==> config.mk <==
export PLATFORM = sky130hd
export DESIGN_NAME = psr_icc_unit
export DESIGN_NICKNAME = d
export VERILOG_FILES = /design/src/rtl/psr_icc_unit.sv
export SDC_FILE = /design/constraint.sdc
export NUM_CORES = 1
export LEC_CHECK = 0
export BUFFER_PORTS_ARGS = -buffer_cell sky130_fd_sc_hd__buf_2
export CAP_MARGIN = 25
export CORE_ASPECT_RATIO = 0.75
export CORE_UTILIZATION = 25
export CTS_BUF_LIST = sky130_fd_sc_hd__clkbuf_8
export CTS_CLUSTER_DIAMETER = 100
export DETAILED_ROUTE_END_ITERATION = 7
export SLEW_MARGIN = 20
export SYNTH_ARGS = -nofsm -noshare
export SYNTH_HDL_FRONTEND = slang
export SYNTH_SLANG_ARGS = --single-unit
==> constraint.sdc <==
create_clock -name clk -period 61 [get_ports clk]
set_input_delay 6.1 -clock clk [delete_from_list [all_inputs] [get_ports clk]]
set_output_delay 6.1 -clock clk [all_outputs]
set_load 0.02 [all_outputs]
==> src/rtl/psr_icc_unit.sv <==
// SPARC-style PSR holder: integer condition codes, window pointer,
// trap entry sequencing and Bicc branch condition evaluation.
module psr_icc_unit #(
    parameter int NWINDOWS = 8
) (
    input  logic                clk,
    input  logic                reset,
    input  logic                alu_n,
    input  logic                alu_z,
    input  logic                alu_v,
    input  logic                alu_c,
    input  logic                icc_we,
    input  logic                psr_we,
    input  logic [31:0]         psr_wdata,
    input  logic [1:0]          cwp_op,
    input  logic [NWINDOWS-1:0] wim,
    input  logic                trap_req,
    input  logic [7:0]          trap_type,
    input  logic                br_valid,
    input  logic [3:0]          br_cond,
    output logic [31:0]         psr,
    output logic                carry_out,
    output logic                br_done,
    output logic                br_taken,
    output logic                trap_taken,
    output logic [7:0]          tt,
    output logic                error_mode
);

    typedef enum logic [1:0] {
        ST_RUN,
        ST_TRAP,
        ST_ERROR
    } state_t;

    localparam logic [1:0] CWP_NONE    = 2'b00;
    localparam logic [1:0] CWP_SAVE    = 2'b01;
    localparam logic [1:0] CWP_RESTORE = 2'b10;
    localparam logic [1:0] CWP_RETT    = 2'b11;

    localparam logic [5:0] NW6    = 6'(NWINDOWS);
    localparam logic [4:0] NW_MAX = 5'(NWINDOWS - 1);

    state_t      state;
    logic        f_n, f_z, f_v, f_c;
    logic        f_s, f_ps, f_et;
    logic [4:0]  cwp;
    logic [4:0]  cwp_dec;
    logic [4:0]  cwp_inc;
    logic [4:0]  wr_cwp;
    logic [31:0] wim_ext;
    logic        cond_base;
    logic        cond_met;

    // Reduce a 5-bit window number into 0..NWINDOWS-1.
    function automatic logic [4:0] mod_nw(input logic [4:0] v);
        logic [5:0] r;
        r = {1'b0, v};
        for (int i = 0; i < 32; i++) begin
            if (r >= NW6) r = r - NW6;
        end
        return r[4:0];
    endfunction

    assign cwp_dec = (cwp == 5'd0) ? NW_MAX : cwp - 5'd1;
    assign cwp_inc = (cwp == NW_MAX) ? 5'd0 : cwp + 5'd1;
    assign wr_cwp  = mod_nw(psr_wdata[4:0]);
    assign wim_ext = 32'(wim);

    // Bicc decode: codes 9-F invert 1-7, 8 inverts "never".
    always_comb begin
        cond_base = 1'b0;
        case (br_cond[2:0])
            3'd0: cond_base = 1'b0;
            3'd1: cond_base = f_z;
            3'd2: cond_base = f_z | (f_n ^ f_v);
            3'd3: cond_base = f_n ^ f_v;
            3'd4: cond_base = f_c | f_z;
            3'd5: cond_base = f_c;
            3'd6: cond_base = f_n;
            3'd7: cond_base = f_v;
            default: cond_base = 1'b0;
        endcase
        cond_met = cond_base ^ br_cond[3];
    end

    // PSR state, trap sequencing and branch result registers.
    always_ff @(posedge clk) begin
        if (reset) begin
            state    <= ST_RUN;
            f_n      <= 1'b0;
            f_z      <= 1'b0;
            f_v      <= 1'b0;
            f_c      <= 1'b0;
            f_s      <= 1'b1;
            f_ps     <= 1'b0;
            f_et     <= 1'b0;
            cwp      <= 5'd0;
            tt       <= 8'h00;
            br_done  <= 1'b0;
            br_taken <= 1'b0;
        end else begin
            br_done <= br_valid && (state != ST_ERROR);
            if (br_valid && (state != ST_ERROR)) begin
                br_taken <= cond_met;
            end
            unique case (state)
                ST_RUN: begin
                    if (trap_req) begin
                        tt    <= trap_type;
                        state <= ST_TRAP;
                    end else if (psr_we) begin
                        f_n  <= psr_wdata[23];
                        f_z  <= psr_wdata[22];
                        f_v  <= psr_wdata[21];
                        f_c  <= psr_wdata[20];
                        f_s  <= psr_wdata[7];
                        f_ps <= psr_wdata[6];
                        f_et <= psr_wdata[5];
                        cwp  <= wr_cwp;
                    end else if (cwp_op != CWP_NONE) begin
                        unique case (cwp_op)
                            CWP_SAVE: begin
                                if (wim_ext[cwp_dec]) begin
                                    tt    <= 8'h05;
                                    state <= ST_TRAP;
                                end else begin
                                    cwp <= cwp_dec;
                                end
                            end
                            CWP_RESTORE: begin
                                if (wim_ext[cwp_inc]) begin
                                    tt    <= 8'h06;
                                    state <= ST_TRAP;
                                end else begin
                                    cwp <= cwp_inc;
                                end
                            end
                            CWP_RETT: begin
                                if (f_et) begin
                                    tt    <= 8'h02;
                                    state <= ST_TRAP;
                                end else if (wim_ext[cwp_inc]) begin
                                    tt    <= 8'h06;
                                    state <= ST_TRAP;
                                end else begin
                                    cwp  <= cwp_inc;
                                    f_et <= 1'b1;
                                    f_s  <= f_ps;
                                end
                            end
                            default: ;
                        endcase
                    end else if (icc_we) begin
                        f_n <= alu_n;
                        f_z <= alu_z;
                        f_v <= alu_v;
                        f_c <= alu_c;
                    end
                end
                ST_TRAP: begin
                    if (f_et) begin
                        f_et  <= 1'b0;
                        f_ps  <= f_s;
                        f_s   <= 1'b1;
                        cwp   <= cwp_dec;
                        state <= ST_RUN;
                    end else begin
                        state <= ST_ERROR;
                    end
                end
                ST_ERROR: ;
                default: state <= ST_RUN;
            endcase
        end
    end

    assign psr = {8'h00, f_n, f_z, f_v, f_c, 12'h000,
                  f_s, f_ps, f_et, cwp};
    assign carry_out  = f_c;
    assign trap_taken = (state == ST_TRAP) && f_et;
    assign error_mode = (state == ST_ERROR);

endmodule
* After elaboration in Yosys (flattened, before gate mapping)
Index checks and enable logic that the tools add are counted.
** Operators by class
- Add/sub/neg operators :: 34
- $lt $le $gt $ge :: 34
- Equality and inequality tests :: 31
- Muxes and demuxes :: 95
- Bitwise operators :: 6
- Reductions and logical operators :: 17
** Operators with widths (number)
- greater-or-equal comparator 6 x 4 -> 1 bit (second input constant) :: 31
- two-way mux 6 bit :: 31
- subtractor 6 x 4 -> 6 bit (second input constant) :: 30
- two-way mux 5 bit :: 10
- two-way mux 8 bit :: 6
- two-way mux 1 bit :: 30
- one-hot mux 8 bit (3 select lines) :: 1
- inequality test 3 bit (second input constant) :: 6
- one-hot mux 5 bit (3 select lines) :: 1
- two-way mux 2 bit :: 7
- AND reduction 7 bit :: 2
- == test 3 bit (second input constant) :: 4
- < comparator 5 x 6 -> 1 bit (second input constant) :: 2
- inequality test 4 bit (second input constant) :: 3
- one-hot mux 2 bit (3 select lines) :: 2
- AND reduction 4 bit :: 3
- binary-select mux 1 bit (select 5 bit) :: 2
- inequality test 2 bit (second input constant) :: 5
- inequality test 5 x 2 -> 1 bit (second input constant) :: 2
- one-hot mux 5 bit (2 select lines) :: 1
- AND reduction 5 bit :: 2
- one-hot mux 1 bit (8 select lines) :: 1
- nonzero test 2 bit :: 4
- == test 2 bit (second input constant) :: 3
- other kinds (20) :: 28
** Storage, ports and cells
- Register bits after elaboration :: 24
- Input port bits :: 64
- Output and inout port bits :: 45
- Word-level logic and storage cells :: 229

* Depth between registers and ports, before layout
Gate-level depths: netlist (run 1).
- Word-level depth :: 67
- Mapped depth :: 159
- Mapped depth without buffers :: 155

* Least setup slack after synthesis (run 1)
No wires, ideal clock.
- Path type :: input-to-reg
- Start :: input port psr_wdata[3]
- End :: register cwp[3]
- Library setup time :: 0.144 ns
- Arrival :: 30.783 ns
- Required time :: 60.856 ns
- Path slack :: 30.073 ns
- Cell stages on the path :: 151
- Buffers on the path :: 3
- Cells stage by stage :: inv_1 > ha_1 > buf_2 > and3b_1 > o32ai_2 > o21ai_2 > a21oi_4 > xnor2_1 > ha_1 > a21oi_1 > o211a_1 > nor2_1 > o31a_1 > inv_1 > ha_1 > and2_1 > o41a_4 > ha_1 > [... 115 more ...] > ha_1 > o21ai_0 > nand3_1 > a21o_1 > and2_1 > nand2_1 > ha_1 > and2_1 > nor2_1 > a2bb2oi_2 > inv_1 > ha_1 > nand2b_1 > nand4_1 > o32ai_1 > nand4b_1 > a21oi_1 > o31ai_1
** On the way
- Cells in the longest elaborated chain, start to end :: 67
- Elaborated cells on any way between the ends :: 99
- Classes of those cells :: add/sub (32); order compare (32); mux (35)
** RTL lines
- start: declaration :: RTL line 14 : input logic [31:0] psr_wdata,
- subtractor 5 x 4 -> 6 bit / greater-or-equal comparator 5 x 4 -> 1 bit (equally long branches) :: RTL line 60 : if (r >= NW6) r = r - NW6;
- two-way mux 6 bit * :: RTL line 60
- subtractor 6 x 4 -> 6 bit / greater-or-equal comparator 6 x 4 -> 1 bit (equally long branches) :: RTL line 60
- two-way mux 6 bit * :: RTL line 60
- subtractor 6 x 4 -> 6 bit / greater-or-equal comparator 6 x 4 -> 1 bit (equally long branches) :: RTL line 60
- two-way mux 6 bit * :: RTL line 60
- subtractor 6 x 4 -> 6 bit / greater-or-equal comparator 6 x 4 -> 1 bit (equally long branches) :: RTL line 60
- two-way mux 6 bit * :: RTL line 60
- [... 51 more ...]
- two-way mux 6 bit * :: RTL line 60
- subtractor 6 x 4 -> 6 bit / greater-or-equal comparator 6 x 4 -> 1 bit (equally long branches) :: RTL line 60
- two-way mux 6 bit * :: RTL line 60
- subtractor 5 x 4 -> 5 bit / greater-or-equal comparator 6 x 4 -> 1 bit (equally long branches) :: RTL line 60
- two-way mux 5 bit * :: RTL line 60
- two-way mux 5 bit * :: RTL line 112 : end else if (psr_we) begin
- two-way mux 5 bit * :: RTL line 109 : if (trap_req) begin
- one-hot mux 5 bit (2 select lines) * :: RTL line 107 : unique case (state)
- end signal: assignment :: RTL line 120 : cwp <= wr_cwp;
- end signal: assignment :: RTL line 128 : cwp <= cwp_dec;
- end signal: assignment :: RTL line 136 : cwp <= cwp_inc;
- end: declaration :: RTL line 47 : logic [4:0] cwp;
Every way passes the cells marked *; elsewhere a longest branch is shown, timed or not. The select of a mux whose other input is x is not followed.
A chain may end at the register's enable or synchronous reset.

* Final worst setup path (run 1)
Same ends and word-level chain as after synthesis.

==> metrics.md, run 1 <==
| Metric | Value |
|---|---|
| EDFF count, synth | `0` |
| Clk_lat worst skew | `0.27 ns` |
| Layout cells sized above 1 | `16.2%` |
| Worst setup SP type | `input pin` |
| Post-synthesis mux area share | `6.08%` |
| Minimum hold slack | `0.499 ns` |
| CTS sink count | `24` |
| Setup Skew | `0.00758 ns` |
| Post-synth top area cell | `ha_1` |
| Dpl hpwl | `13.2 mm` |
| Synthesis-stage register bit count | `24` |
| Worst-path cell with the longest stage delay | `a22oi_1` |
| Commonest cells in the netlist | `81 x nand2_1, 72 x nor2_1, 68 x ha_1` |
| DRT Wirelength | `16.6 mm` |
| Largest family of logic cells by synthesized area | `compound AO/OA/AOI/OAI gates` |
| Setup TNS | `0 ns` |
| Setup Buffers After CTS | `0` |
| Vias in the first global route | `5887` |
| Seq/Total Area, Yosys | `7.41%` |
| Rows | `50` |
| H-tree levels | `1` |
| Largest register FFs | `8` |
| Die height | `141 um` |
| Diode count | `0` |
| Max-slew violations | `0` |
| Crit path largest cell delay | `0.54 ns` |
| Outcome | `complete, no violations` |
| Area grow syn2layout | `8.75%` |
| Gr ovfl total | `0` |
| Clk slew on worst S/H paths | `0.09 ns` |
| Post-cts repair resize count | `0` |
| Nets | `1047` |
| Fin. Hold Viols | `0` |
| Antenna violations before repair | `0` |
| Die Area | `26600 sq um` |
| Adder-cell share of the synthesized area | `13.1%` |
| Cts hold-fix bufs | `0` |
| Vias per inst | `5.37` |
| Area share of the largest cell type after synthesis | `13.1%` |
| Worst Reg2Reg Path Length in Cells | `12` |
| Core area | `25200 sq um` |
| Clk root buf | `clkbuf_8` |
| Synth Cell Area | `6480 sq um` |
| RSZ-0062 raised after global routing | `false` |
| Relative slew slack | `43.1%` |
| Design area | `7050 sq um` |
| Initial core utilization | `25.7%` |
| Worst EP arrival | `35.49 ns` |
| Most frequent CP cell | `ha_1` |
| Final setup viols | `0` |
| CTS tree | `built` |
| Post-Synth Simple-Gate Area | `26.5%` |
| Final period util | `58.0%` |
| Syn. warnings | `0` |
| Port Buffers | `68` |
| Kind of end point of the critical path | `flop` |
| Count leader, synth | `nand2_1` |
| Die Width | `188 um` |
| DP Area | `6990 sq um` |
| Largest regs | `tt x8, cwp x5, state x2` |
| Critical path class | `input pin to flop` |
| Distinct cells, synth | `115` |
| Syn Area/Cell | `7.38 sq um` |
| Final ANT Viol Nets | `0` |
| Predominant post-synthesis flop cell | `dfxtp_1` |
| DRT iter0 DRCs | `428` |
| Largest net degree at the start of global routing | `51` |
| Overall Global Routing Usage | `11.5%` |
| Max-Cap Viols | `0` |
| First-pass DRT Iterations | `5` |
| Required @ worst endpoint | `61.13 ns` |
| First-pass GRT wire length | `27.3 mm` |
| Io pins | `109` |
| Post-Synth XOR/XNOR Area | `2.53%` |
| Total number of vias | `6727` |
| Synth area leaders | `ha_1 13%, dfxtp_1 7.4%, nand2_1 4.7%` |
| CTS Buf Count | `3` |
| Compound-Gate Fraction of Synth Area | `35.2%` |
| RePlAce Congestion | `0.860` |
| Post-synthesis cell count | `878` |
| Wire per inst | `13.2 um` |
| Period minus WS final | `35.35 ns` |
| Least-Margin Pin Slew | `0.843 ns` |
| Biggest register | `tt` |
| Worst Hold Depth | `2` |
| Post-synth ARST share | `0%` |
| Worst Hold Class | `flop to flop` |
| Drc violations | `0` |
| Worst-path fanout max | `13` |
| CTS max path bufs | `2` |
| Fmax | `28.3 MHz` |
==> cells in the final DEF, fill, tap and decap left out, types with 7 or more instances in the layout <==
cell type,synthesis,final
nand2_1,81,81
nor2_1,72,72
ha_1,68,68
buf_2,4,68
inv_1,63,63
a21oi_1,42,42
o21ai_0,38,38
nand3_1,28,28
dfxtp_1,24,24
mux2i_1,23,23
nor3_1,22,21
and2_1,20,20
conb_1,1,20
a211oi_1,16,16
nand4_1,16,16
o211ai_1,15,15
or3_1,14,14
a31oi_1,13,13
nand2b_1,13,13
a211o_1,10,10
a22oi_1,10,10
a21o_1,10,10
or2_2,9,9
nor2b_1,8,8
o21ai_1,7,7
xor2_1,7,7
==> per-layer routing <==
layer  GRT usage [%]  share of wire, %  vias up
met5               0                 0        -
met4           0.599             0.085        0
met3           0.223               4.2        2
met2            18.9                45      186
met1            17.4                51     3183
li1                -                 -     3356
==> final cells by class <==
class,instances,area (sq um)
fillers,2735,18200
well taps,338,423
multi-input cells,749,5490
clock buffers,4,55.1
inverters,68,255
repair buffers,69,348
flip-flops and latches,24,480
==> worst max-delay path: cells and delay by family <==
kind | cells | cell delay (ns)
fa+ha+maj | 28 | 6.33
xor+xnor | 2 | 0.36
buf+inv | 10 | 1.13
mux | 3 | 0.65
simple gates | 60 | 10.11
compound gates | 47 | 10.77
==> worst paths after layout <==
path | slack [ns] | from | endpoint
max | 25.65 | psr_wdata[3] | cwp[3]$_SDFFE_PP0P_
min | 0.50 | tt[5]$_SDFFE_PP0P_ | tt[5]$_SDFFE_PP0P_
max reg2reg | 57.17 | cwp[0]$_SDFFE_PP0P_ | cwp[2]$_SDFFE_PP0P_
min reg2reg | 0.50 | tt[5]$_SDFFE_PP0P_ | tt[5]$_SDFFE_PP0P_
==> metrics by stage <==
stage          setup slack, ns  util (%)  std cells
2_1_floorplan            30.07         -        897
3_3_place_gp             25.98      27.7       1248
3_5_place_dp             25.90      27.7       1248
4_1_cts                  26.04      28.0       1252
5_1_grt                  22.88      28.0       1252
6_report                 25.65      28.0       1252
==> cells by family (layout without fill, tap and decap cells) <==
family | after synthesis | in the layout
simple gates | 327 | 327
compound gates | 286 | 286
buf+inv | 124 | 141
fa+ha+maj | 68 | 68
mux | 33 | 33
flops | 24 | 24
xor+xnor | 15 | 15
other cells | 1 | 20
Power of run 1 is left out: the tool's default activity adds up to more than one toggle a clock period on the data nets, which glitch-free logic cannot reach.
==> run 2, diff against run 1 <==
ABC_AREA = 1   (was unset)
clock period = 34.4 ns   (was 61 ns; I/O delays follow)
==> run 2 against run 1 <==
Against the previous run:
- die area is 27% lower
- highest routed layer unchanged
- critical endpoint unchanged
- clock skew barely moved
- non-clock buffer count is 1 lower
- flip-flop and latch count unchanged
- register-to-register slack worse by 26 ns
- final area decreased by 25%
- synthesized cell count down 18%
- routed wire length shrank 38%
- worst hold slack got worse by 0.032 ns
- clock-buffer cell count did not move
==> metrics.md, run 2 <==
| Metric | Value |
|---|---|
| Period minus WS final | `22.13 ns` |
| Antenna violations before repair | `0` |
| Core area | `18500 sq um` |
| Setup Skew | `0.00724 ns` |
| CTS Buf Count | `3` |
| Area share of the largest cell type after synthesis | `18.0%` |
| Most frequent CP cell | `nand2_1` |
| Kind of end point of the critical path | `flop` |
| Distinct cells, synth | `45` |
| EDFF count, synth | `0` |
| Vias per inst | `4.35` |
| Post-synth top area cell | `ha_1` |
| Area grow syn2layout | `11.5%` |
| Predominant post-synthesis flop cell | `dfxtp_1` |
| Required @ worst endpoint | `34.61 ns` |
| Setup TNS | `0 ns` |
| Worst EP arrival | `22.34 ns` |
| Final ANT Viol Nets | `0` |
| Nets | `907` |
| Dpl hpwl | `8.66 mm` |
| Rows | `43` |
| Cts hold-fix bufs | `0` |
| Drc violations | `0` |
| Biggest register | `tt` |
| CTS max path bufs | `2` |
| Largest register FFs | `8` |
| Gr ovfl total | `0` |
| Setup Buffers After CTS | `0` |
| Seq/Total Area, Yosys | `10.2%` |
| Largest regs | `tt x8, cwp x5, state x2` |
| Post-synth ARST share | `0%` |
| Vias in the first global route | `3987` |
| Syn. warnings | `0` |
| Clk slew on worst S/H paths | `0.09 ns` |
| Commonest cells in the netlist | `185 x nand2_1, 84 x inv_1, 68 x ha_1` |
| Worst Hold Path EP | `tt[0]$_SDFFE_PP0P_` |
| Worst Hold Depth | `2` |
| Die Area | `19400 sq um` |
| Reg-to-Reg End | `tt[6]$_SDFFE_PP0P_` |
| Syn Area/Cell | `6.57 sq um` |
| Wire per inst | `10.0 um` |
| Diode count | `0` |
| RSZ-0062 raised after global routing | `false` |
| Final period util | `64.3%` |
| Total number of vias | `4446` |
| Layout cells sized above 1 | `24.8%` |
| Port Buffers | `68` |
| Die Width | `161 um` |
| Synthesis-stage register bit count | `24` |
| Most frequent cells in the layout | `185 x nand2_1, 84 x inv_1, 68 x ha_1, 68 x buf_2, 45 x nor2_1` |
| CTS sink count | `24` |
| Crit path largest cell delay | `0.33 ns` |
| Crit path launch | `psr_wdata[3]` |
| Max-Cap Viols | `0` |
| Relative slew slack | `50.3%` |
| Largest net degree at the start of global routing | `21` |
| Outcome | `complete, no violations` |
| Fin. Hold Viols | `0` |
| Worst setup SP type | `input pin` |
| Fmax | `45.2 MHz` |
| Die height | `121 um` |
| First-pass DRT Iterations | `4` |
| Worst-path cell with the longest stage delay | `ha_1` |
| Least-Margin Pin Slew | `0.739 ns` |
| Synth area leaders | `ha_1 18%, nand2_1 15%, dfxtp_1 10%` |
| Max-slew violations | `0` |
| Synth Cell Area | `4720 sq um` |
| Final setup viols | `0` |
| Initial core utilization | `25.6%` |
| Count leader, synth | `nand2_1` |
| Post-synthesis cell count | `718` |
| Critical path class | `input pin to flop` |
| DRT iter0 DRCs | `254` |
| Post-cts repair resize count | `0` |
| Clk_lat worst skew | `0.27 ns` |
| Clk root buf | `clkbuf_8` |
| FILL cells | `2025` |
| DRT Wirelength | `10.2 mm` |
| Io pins | `109` |
| Hold_sp | `tt[0]$_SDFFE_PP0P_` |
| Reg2Reg Setup Slack | `31.24 ns` |
| Commonest non-fill, non-tap cell in the layout | `nand2_1` |
| Worst-path fanout max | `6` |
| Overall Global Routing Usage | `10.3%` |
| RePlAce Congestion | `0.829` |
| CTS tree | `built` |
| R2R Path Start | `cwp[0]$_SDFFE_PP0P_` |
| Worst Hold Class | `flop to flop` |
| H-tree levels | `1` |
| First-pass GRT wire length | `17.5 mm` |
| Worst Reg2Reg Path Length in Cells | `15` |
-- run 2: stage by stage --
step / area, sq um / util (%) / hold WS, ns / std cells / setup WS [ns]
3_5_place_dp: 5200 / 28.2 / 0.454 / 1017 / 11.80
5_1_grt: 5260 / 28.5 / 0.491 / 1021 / 9.77
6_report: 5260 / 28.5 / 0.467 / 1021 / 12.27
2_1_floorplan: 4790 / - / 0.473 / 737 / 13.95
3_3_place_gp: 5200 / 28.2 / 0.449 / 1017 / 12.16
4_1_cts: 5260 / 28.5 / 0.467 / 1021 / 12.06
-- run 2: worst max-delay path, delay by kind of cell --
kind | cells | cell delay [ns]
buf+inv | 34 | 2.15
compound gates | 8 | 1.13
simple gates | 96 | 10.13
fa+ha+maj | 29 | 5.49
-- run 2: cell type report --
type / count / area [sq um] / area share, %
flip-flops and latches: 24 / 480 / 9.14
multi-input cells: 585 / 3720 / 70.8
well taps: 247 / 309 / 5.88
repair buffers: 68 / 340 / 6.47
clock buffers: 4 / 55.1 / 1.05
inverters: 93 / 349 / 6.64
-- run 2: how the worst max path moves through the flow --
stage	to	slack, ns	cells past startpoint
after detailed placement	cwp[3]$_SDFFE_PP0P_	11.80	164
after global placement	cwp[3]$_SDFFE_PP0P_	12.16	164
after CTS	cwp[3]$_SDFFE_PP0P_	12.06	164
final	cwp[3]$_SDFFE_PP0P_	12.27	167
after global routing	cwp[3]$_SDFFE_PP0P_	9.77	162
after floorplan	cwp[3]$_SDFFE_PP0P_	13.95	168
-- run 2: kinds of logic after synthesis --
| kind of cell | Yosys count | synth area share [%] |
|---|---|---|
| other | 1 | 0.0795 |
| AND/OR/NAND/NOR | 371 | 40.7 |
| flip-flops | 24 | 10.2 |
| AO/OA/AOI/OAI | 122 | 17.9 |
| XOR/XNOR | 4 | 0.743 |
| buffers and inverters | 128 | 12.4 |
| adder cells (fa/ha/maj) | 68 | 18.0 |
-- run 2: routing by layer --
| metal | track usage (%) | vias to the layer above | wire (um) |
|---|---|---|---|
| li1 | - | 2419 | - |
| met1 | 15.2 | 1974 | 5470 |
| met2 | 17.1 | 51 | 4460 |
| met3 | 0.581 | 2 | 275 |
| met4 | 0.595 | 0 | 11 |
| met5 | 0 | - | 0 |
Power of run 2 is left out for the same reason.
